`config.mk`:
```
export PLATFORM = sky130hd
export DESIGN_NAME = match_sequencer
export DESIGN_NICKNAME = d
export VERILOG_FILES = /design/src/rtl/match_sequencer.sv
export SDC_FILE = /design/constraint.sdc
export NUM_CORES = 1
export LEC_CHECK = 0
export ABC_AREA = 1
export CAP_MARGIN = 5
export CORE_UTILIZATION = 56
export CTS_CLUSTER_SIZE = 14
export DETAILED_ROUTE_END_ITERATION = 8
export MAX_ROUTING_LAYER = met4
export PLACE_DENSITY_LB_ADDON = 0.2
export SLEW_MARGIN = 20
export SYNTH_ARGS = -nofsm -noshare
export SYNTH_HDL_FRONTEND = slang
export SYNTH_SLANG_ARGS = --single-unit
```
`constraint.sdc`:
```
create_clock -name clk -period 3.37 [get_ports clk]
set_input_delay 0.674 -clock clk [delete_from_list [all_inputs] [get_ports clk]]
set_output_delay 0.674 -clock clk [all_outputs]
set_load 0.01 [all_outputs]
```
`src/rtl/match_sequencer.sv`:
```
// Foosball match flow controller: sequences kickoff/play/pause/goal/over, keeps scores,
// gates the one-second tick into the match timer and issues reload/ball-reset pulses.
//
// state    | meaning
// ---------+-----------------------------------------------------------
// IDLE     | waiting for start_key, scores held at zero
// KICKOFF  | ball placed at centre, counting KICKOFF_SEC seconds
// PLAYING  | live play, one_sec forwarded as timer_tick
// PAUSED   | play frozen until pause_key
// GOAL     | celebration, counting GOAL_PAUSE_SEC seconds
// OVER     | match finished, winner held until start_key
module match_sequencer #(
  parameter int WIN_SCORE      = 5,
  parameter int GOAL_PAUSE_SEC = 3,
  parameter int KICKOFF_SEC    = 1
) (
  input  logic       clk,
  input  logic       resetN,
  input  logic       start_key,
  input  logic       pause_key,
  input  logic       one_sec,
  input  logic       goal_left,
  input  logic       goal_right,
  input  logic       time_up,
  output logic       timer_tick,
  output logic       timer_load,
  output logic       ball_reset,
  output logic [3:0] score_left,
  output logic [3:0] score_right,
  output logic [2:0] state,
  output logic       play_active,
  output logic       game_over,
  output logic [1:0] winner
);

  typedef enum logic [2:0] {
    S_IDLE    = 3'd0,
    S_KICKOFF = 3'd1,
    S_PLAYING = 3'd2,
    S_PAUSED  = 3'd3,
    S_GOAL    = 3'd4,
    S_OVER    = 3'd5
  } state_t;

  localparam logic [3:0] WIN_Q     = 4'(WIN_SCORE);
  localparam logic [3:0] GOAL_SECS = 4'(GOAL_PAUSE_SEC);
  localparam logic [3:0] KICK_SECS = 4'(KICKOFF_SEC);

  state_t     state_q, state_d;
  logic [3:0] sec_cnt_q, sec_cnt_d;
  logic [3:0] score_l_q, score_l_d;
  logic [3:0] score_r_q, score_r_d;
  logic [1:0] winner_q, winner_d;
  logic       tick_q, tick_d;
  logic       load_q, load_d;
  logic       ball_q, ball_d;
  logic       play_q, over_q;

  logic [3:0] new_l, new_r;
  logic [1:0] new_winner;
  logic       any_goal;

  // Scores saturate at 15; new_* are the post-goal scores used for the win check.
  always_comb begin
    new_l = score_l_q;
    new_r = score_r_q;
    if (goal_left && score_l_q != 4'hF) new_l = score_l_q + 4'd1;
    if (goal_right && score_r_q != 4'hF) new_r = score_r_q + 4'd1;
    any_goal = goal_left | goal_right;
    if (new_l > new_r)      new_winner = 2'b01;
    else if (new_r > new_l) new_winner = 2'b10;
    else                    new_winner = 2'b11;
  end

  always_comb begin
    state_d   = state_q;
    sec_cnt_d = sec_cnt_q;
    score_l_d = score_l_q;
    score_r_d = score_r_q;
    winner_d  = winner_q;
    tick_d    = 1'b0;
    load_d    = 1'b0;
    ball_d    = 1'b0;
    case (state_q)
      S_IDLE: begin
        score_l_d = 4'd0;
        score_r_d = 4'd0;
        winner_d  = 2'b00;
        if (start_key) begin
          state_d   = S_KICKOFF;
          load_d    = 1'b1;
          ball_d    = 1'b1;
          sec_cnt_d = KICK_SECS;
        end
      end
      S_KICKOFF: begin
        if (one_sec) begin
          if (sec_cnt_q <= 4'd1) begin
            state_d   = S_PLAYING;
            sec_cnt_d = 4'd0;
          end else begin
            sec_cnt_d = sec_cnt_q - 4'd1;
          end
        end
      end
      S_PLAYING: begin
        tick_d = one_sec;
        if (any_goal) begin
          score_l_d = new_l;
          score_r_d = new_r;
          if (new_l >= WIN_Q || new_r >= WIN_Q || time_up) begin
            state_d  = S_OVER;
            winner_d = new_winner;
          end else begin
            state_d   = S_GOAL;
            sec_cnt_d = GOAL_SECS;
          end
        end else if (time_up) begin
          state_d  = S_OVER;
          winner_d = new_winner;
        end else if (pause_key) begin
          state_d = S_PAUSED;
        end
      end
      S_PAUSED: begin
        if (pause_key) state_d = S_PLAYING;
      end
      S_GOAL: begin
        if (one_sec) begin
          if (sec_cnt_q <= 4'd1) begin
            state_d   = S_KICKOFF;
            ball_d    = 1'b1;
            sec_cnt_d = KICK_SECS;
          end else begin
            sec_cnt_d = sec_cnt_q - 4'd1;
          end
        end
      end
      S_OVER: begin
        if (start_key) begin
          state_d   = S_IDLE;
          score_l_d = 4'd0;
          score_r_d = 4'd0;
          winner_d  = 2'b00;
        end
      end
      default: state_d = S_IDLE;
    endcase
  end

  always_ff @(posedge clk or negedge resetN) begin
    if (!resetN) begin
      state_q   <= S_IDLE;
      sec_cnt_q <= 4'd0;
      score_l_q <= 4'd0;
      score_r_q <= 4'd0;
      winner_q  <= 2'b00;
      tick_q    <= 1'b0;
      load_q    <= 1'b0;
      ball_q    <= 1'b0;
      play_q    <= 1'b0;
      over_q    <= 1'b0;
    end else begin
      state_q   <= state_d;
      sec_cnt_q <= sec_cnt_d;
      score_l_q <= score_l_d;
      score_r_q <= score_r_d;
      winner_q  <= winner_d;
      tick_q    <= tick_d;
      load_q    <= load_d;
      ball_q    <= ball_d;
      play_q    <= (state_d == S_PLAYING);
      over_q    <= (state_d == S_OVER);
    end
  end

  assign state       = state_q;
  assign score_left  = score_l_q;
  assign score_right = score_r_q;
  assign winner      = winner_q;
  assign timer_tick  = tick_q;
  assign timer_load  = load_q;
  assign ball_reset  = ball_q;
  assign play_active = play_q;
  assign game_over   = over_q;

endmodule

```
==> Word level (Yosys, flattened, before mapping) <==
Cells that the tools add are included.
{ "classes": {"addsub": 3, "div_mod_pow": 0, "n_mux": 40, "shifts": 0, "magnitude_cmp": 5, "reduce_logical": 10, "bitwise": 1, "n_mul": 0, "n_eq_ne": 17} }
{ "ops": {"columns": ["cell", "n"], "rows": [
  ["2-to-1 mux 4 bit", 12],
  ["2-to-1 mux 3 bit", 10],
  ["one-hot mux 4 bit (3 select lines)", 2],
  ["one-hot mux 3 bit (6 select lines)", 1],
  ["one-hot mux 4 bit (4 select lines)", 1],
  ["inequality test 2 bit (second input constant)", 6],
  ["2-to-1 mux 2 bit", 5],
  ["equality test 3 x 2 -> 1 bit (second input constant)", 3],
  ["equality test 3 bit (second input constant)", 3],
  ["adder 4 x 1 -> 4 bit (second input constant)", 2],
  ["greater-or-equal comparator 4 x 3 -> 1 bit (second input constant)", 2],
  ["> comparator 4 bit", 2],
  ["inequality test 4 bit (second input constant)", 2],
  ["2-to-1 mux 1 bit", 7],
  ["inequality test 3 bit (second input constant)", 2],
  ["one-hot mux 2 bit (3 select lines)", 1],
  ["AND reduction 6 bit", 1],
  ["less-or-equal comparator 4 x 1 -> 1 bit (second input constant)", 1],
  ["AND reduction 4 bit", 1],
  ["nonzero test 4 bit", 1],
  ["subtractor 4 x 1 -> 4 bit (second input constant)", 1],
  ["equality test 3 x 1 -> 1 bit (second input constant)", 1],
  ["zero test 3 bit", 1],
  ["AND reduction 3 bit", 1],
  ["5 further kinds", 7]
]} }
{ "word_totals": {"out_inout_bits": 18, "latch_bits": 0, "ff_bits": 22, "ramBits": 0, "inputBits": 8, "n_memories": 0, "wordCells": 86, "mem_bits_ro": 0} }

==> Depth between registers and ports, before layout <==
{ "depth": {"depth_word": 10, "depth_mapped": 14} }

==> Worst setup path after synthesis <==
OpenSTA, ideal clock, no wires.
{ "synth_path": {"kind": "flip-flop to flip-flop", "startpoint": "register score_r_q[0], in the netlist score_right[0]", "endpoint": "register winner_q[0], in the netlist winner[0]", "t_arrival_ns": 1.860, "setup_slack_ns": 1.445, "path_buffers": 0, "path_stages_with_launch": 15, "required_ns": 3.305, "path_cell_list": "dfrtp_1 ha_1 nand3_2 nand2_2 nand2_1 nand2_1 inv_1 ha_1 inv_1 nor2_1 o211ai_1 nand2_1 a21oi_1 nand3_1 nand2_1"} }
{ "synth_between": {"elab_chain_cells": 9, "elab_cells_between_ends": 17, "cone_classes": "1 x add/sub; 3 x order compare; 2 x eq/ne; 7 x mux; 4 x reduce/logical"} }
{ "synth_rtl": {"columns": ["element", "line_no", "rtl"], "rows": [
  ["start: declaration", "52", "logic [3:0] score_r_q, score_r_d;"],
  ["start signal: assignment", "167", "score_r_q <= score_r_d;"],
  ["branches (longest 2 deep; another with adder 4 x 1 -> 4 bit)", null, null],
  ["2-to-1 mux 4 bit (*)", "68", "if (goal_right && score_r_q != 4'hF) new_r = score_r_q + 4'd1;"],
  ["> comparator 4 bit", "71", "else if (new_r > new_l) new_winner = 2'b10;"],
  ["2-to-1 mux 1 bit", "71", null],
  ["2-to-1 mux 2 bit", "70", "if (new_l > new_r) new_winner = 2'b01;"],
  ["2-to-1 mux 2 bit (on tied branches)", "118, 111", null],
  ["2-to-1 mux 2 bit", "108", "if (any_goal) begin"],
  ["one-hot mux 2 bit (3 select lines)", "84", "case (state_q)"],
  ["end signal: assignment", "168", "winner_q <= winner_d;"],
  ["end: declaration", "53", "logic [1:0] winner_q, winner_d;"]
]} }
Every way passes the cells marked *. The select of a mux whose other input is x is not followed.
A chain may end at the register's enable or synchronous reset.

==> Worst setup path in the final report <==
{ "layout_path": {"startpoint": "input goal_left", "endpoint": "register winner_q[0], in the netlist winner[0]"} }
{ "layout_between": {"elab_chain_cells": 8, "elab_cells_between_ends": 17, "cone_classes": "3 x order compare; 2 x eq/ne; 7 x mux; 1 x bitwise; 4 x reduce/logical"} }
{ "layout_rtl": {"columns": ["element", "line_no", "rtl"], "rows": [
  ["start: declaration", "22", "input logic goal_left,"],
  ["logical AND 1 bit", "67", "if (goal_left && score_l_q != 4'hF) new_l = score_l_q + 4'd1;"],
  ["2-to-1 mux 4 bit", "67", null],
  ["> comparator 4 bit", "71", null],
  ["2-to-1 mux 1 bit", "71", null],
  ["2-to-1 mux 2 bit", "70", null],
  ["2-to-1 mux 2 bit (on tied branches)", "118, 111", null],
  ["2-to-1 mux 2 bit", "108", null],
  ["one-hot mux 2 bit (3 select lines)", "84", null]
]} }
Several ways; a longest one is shown, not always the timed one. The select of a mux whose other input is x is not followed.

==> results.ini <==
[drt]
drc_errors = 0
routed_via_density = 5.64
final_antenna_net_count = 0
vias = 1411
drt_iter0_drc = 57
post_drt_wl_per_cell_um = 13.5
routed_wl_um = 3370
first_pass_iters = 4

[setup_path]
crit_fanout = 5
crit_family = buffers and inverters
cp_num_buf_inv = 2
cp-startpoint = goal_left
critPathKind = primary input to flip-flop
start_kind = primary input
critPathArrivalTime_ns = 2.54
r2r-start = score_right[0]$_DFFE_PN0P_
cp_common_cell = nand2_1
critical-path-slowest-cell = clkdlybuf4s50_1
critPathMaxStageDelay_ns = 0.58
crit_path_end_kind = flip-flop
crit_chain = clkdlybuf4s50_1 > nand2_2 > o21ai_2 > ha_1 > inv_1 > nor2_1 > o211ai_1 > nand2_1 > a21oi_1 > nand3_1 > nand2_1
crit_required_ns = 3.64

[layout]
final_cell_mix = nand2_1 (41), clkdlybuf4s50_1 (24), inv_1 (22), dfrtp_1 (22), nand3_1 (14)
n_fill_cell = 204
area_delta_synth_final_pct = 20.7
final_common_cell = nand2_1
drive_above_1_share_pct = 19.1
stdcell_count = 250
nNetsFinal = 237
diodes = 0

[clocking]
post_cts_buffers = 0
holdBufCountCts = 0
clock-sinks = 22
cts_inserted_buffers = 3
cts_tree = built
cts_resized = 0
clock_latency_ns = 0.32
clk_pin_slew_worst_paths_ns = 0.13
htree_num_levels = 1
root_buffer = clkbuf_4
clock_path_buffers = 2

[timing]
maxSlewViolCount = 0
relSlewSlack_pct = 67.4
setup_viol = 0
finClkSkew_ns = 0.00914
whs_ns = 0.286
hold_violations = 0
rsz0062_at_grt = false
fmax_mhz = 442
tightest_slew_ns = 0.490
post-route-min-period_ns = 2.26
finalCritPeriodShare_pct = 67.2
finalSetupTns_ns = 0

[synthesis]
synthArstFlopShare_pct = 100
postSynthAreaPerCell_um2 = 7.89
ys_seq_area_share_pct = 36.3
syn_inst = 192
synth.area.top_cells = dfrtp_1 (36%), nand2_1 (10%), ha_1 (6.6%)
yosysWarnings = 0
synth_flop_cell = dfrtp_1
synth_edf_count = 0
syn-num-nets = 208
syn_area_um2 = 1520
yosys.area.top_type = dfrtp_1
yosysUniqueCellTypes = 36
synth-seq-cells = 22
synth_top_cell_area_share_pct = 36.3

[placed_design]
dp_hpwl_um = 2550
portBuffers = 25
gp_congestion = 0.983
numPlacedInstances = 246

[pwr]
p_leak_nw = 0.909
power_density_nw_per_um2 = 667
finalPower_mw = 1.22
peakVddDrop_mv = 0.605

[floorplanning]
fp.coreArea_um2 = 2520
die_height_um = 54.0
die_area_um2 = 2920
initial_core_util_pct = 60.1
dieWidth_um = 54.0
row_count = 18
num_io_pins = 26

[global_routing]
grt_max_degree = 23
grt_pass1_vias = 1317
grt_usage_pct = 27.9
gr-total-overflow = 0
grt_pass1_wl_um = 5730
antenna_found_initial = 0

[outcome]
status = finished, final reports clean

[flow_run]
max_cap_violations = 0

[min_path]
hold_class = primary input to asynchronous set/reset pin

-- worst register-to-register path: stages, from the launching register on --
cell      delay, ns
dfrtp_1        0.47
ha_1           0.24
nand3_2        0.12
nand2_2        0.12
nand2_1        0.06
nand2_1        0.10
inv_1          0.05
ha_1           0.28
inv_1          0.06
nor2_1         0.03
o211ai_1       0.17
nand2_1        0.10
a21oi_1        0.14
nand3_1        0.10
nand2_1        0.07
-- synthesized netlist by cell type (3+ instances only) --
cell / instances
nand2_1: 41
dfrtp_1: 22
inv_1: 22
nand3_1: 14
nand2_2: 12
nand4_1: 9
nor2_1: 9
ha_1: 8
inv_2: 8
o22ai_1: 6
nand3_2: 4
o21ai_1: 4
a21oi_1: 3
nor3_1: 3
-- flip-flops by register name, indices dropped and copies added (netlist names) --
register     flops
play_active      1
timer_load       1
sec_cnt_q        4
state            3
winner           2
score_left       4
score_right      4
game_over        1
ball_reset       1
timer_tick       1
-- cell type report --
class | count | area, um2 | share of cell area, %
multi-input combinational | 137 | 837 | 45.8
clock buffer | 4 | 36.3 | 1.98
tap | 30 | 37.5 | 2.05
timing repair buffer | 25 | 245 | 13.4
sequential | 22 | 551 | 30.1
inverter | 32 | 123 | 6.70
-- power breakdown --
part | leakage [nW] | switching (mW) | internal, mW
Sequential | 0.297 | 0.0746 | 0.330
Clock | 0.0210 | 0.0873 | 0.0661
Combinational | 0.591 | 0.386 | 0.277
Total | 0.909 | 0.547 | 0.673
-- final timing paths --
kind	to	slack (ns)	cells past startpoint
setup / recovery	winner[0]$_DFFE_PN0P_	1.11	11
max in group asynchronous	play_active$_DFF_PN0_	2.74	1
setup reg to reg	winner[0]$_DFFE_PN0P_	1.21	14
hold reg to reg	winner[0]$_DFFE_PN0P_	0.50	2
hold / removal	score_left[1]$_DFFE_PN0P_	0.29	1
min in group clk	winner[0]$_DFFE_PN0P_	0.50	2
-- kinds of logic after synthesis --
group,count (synthesis),synth area share (%)
adders and majority gates,8,6.61
AOI/OAI and AO/OA,26,11.6
DFF,22,36.3
and+or+nand+nor,101,35.8
xor gates and xnor gates,2,1.16
buffers and inverters,33,8.42
-- per-stage QoR --
stage | worst slack [ns] | util, % | cell area, um2
final | 1.11 | 72.5 | 1830
after CTS | 1.12 | 72.7 | 1830
after global routing | 0.941 | 72.5 | 1830
after floorplan | 1.45 | - | 1520
after global placement | 0.888 | 71.3 | 1800
after detailed placement | 0.779 | 71.3 | 1800
-- metal layers --
metal | vias up | track usage [%] | wire (um)
li1 | 699 | - | -
met1 | 659 | 36.0 | 1620
met2 | 44 | 45.5 | 1580
met3 | 9 | 2.82 | 119
met4 | 0 | 9.40 | 52
met5 | - | - | 0
Note: power is estimated with default switching activity, not from simulation.
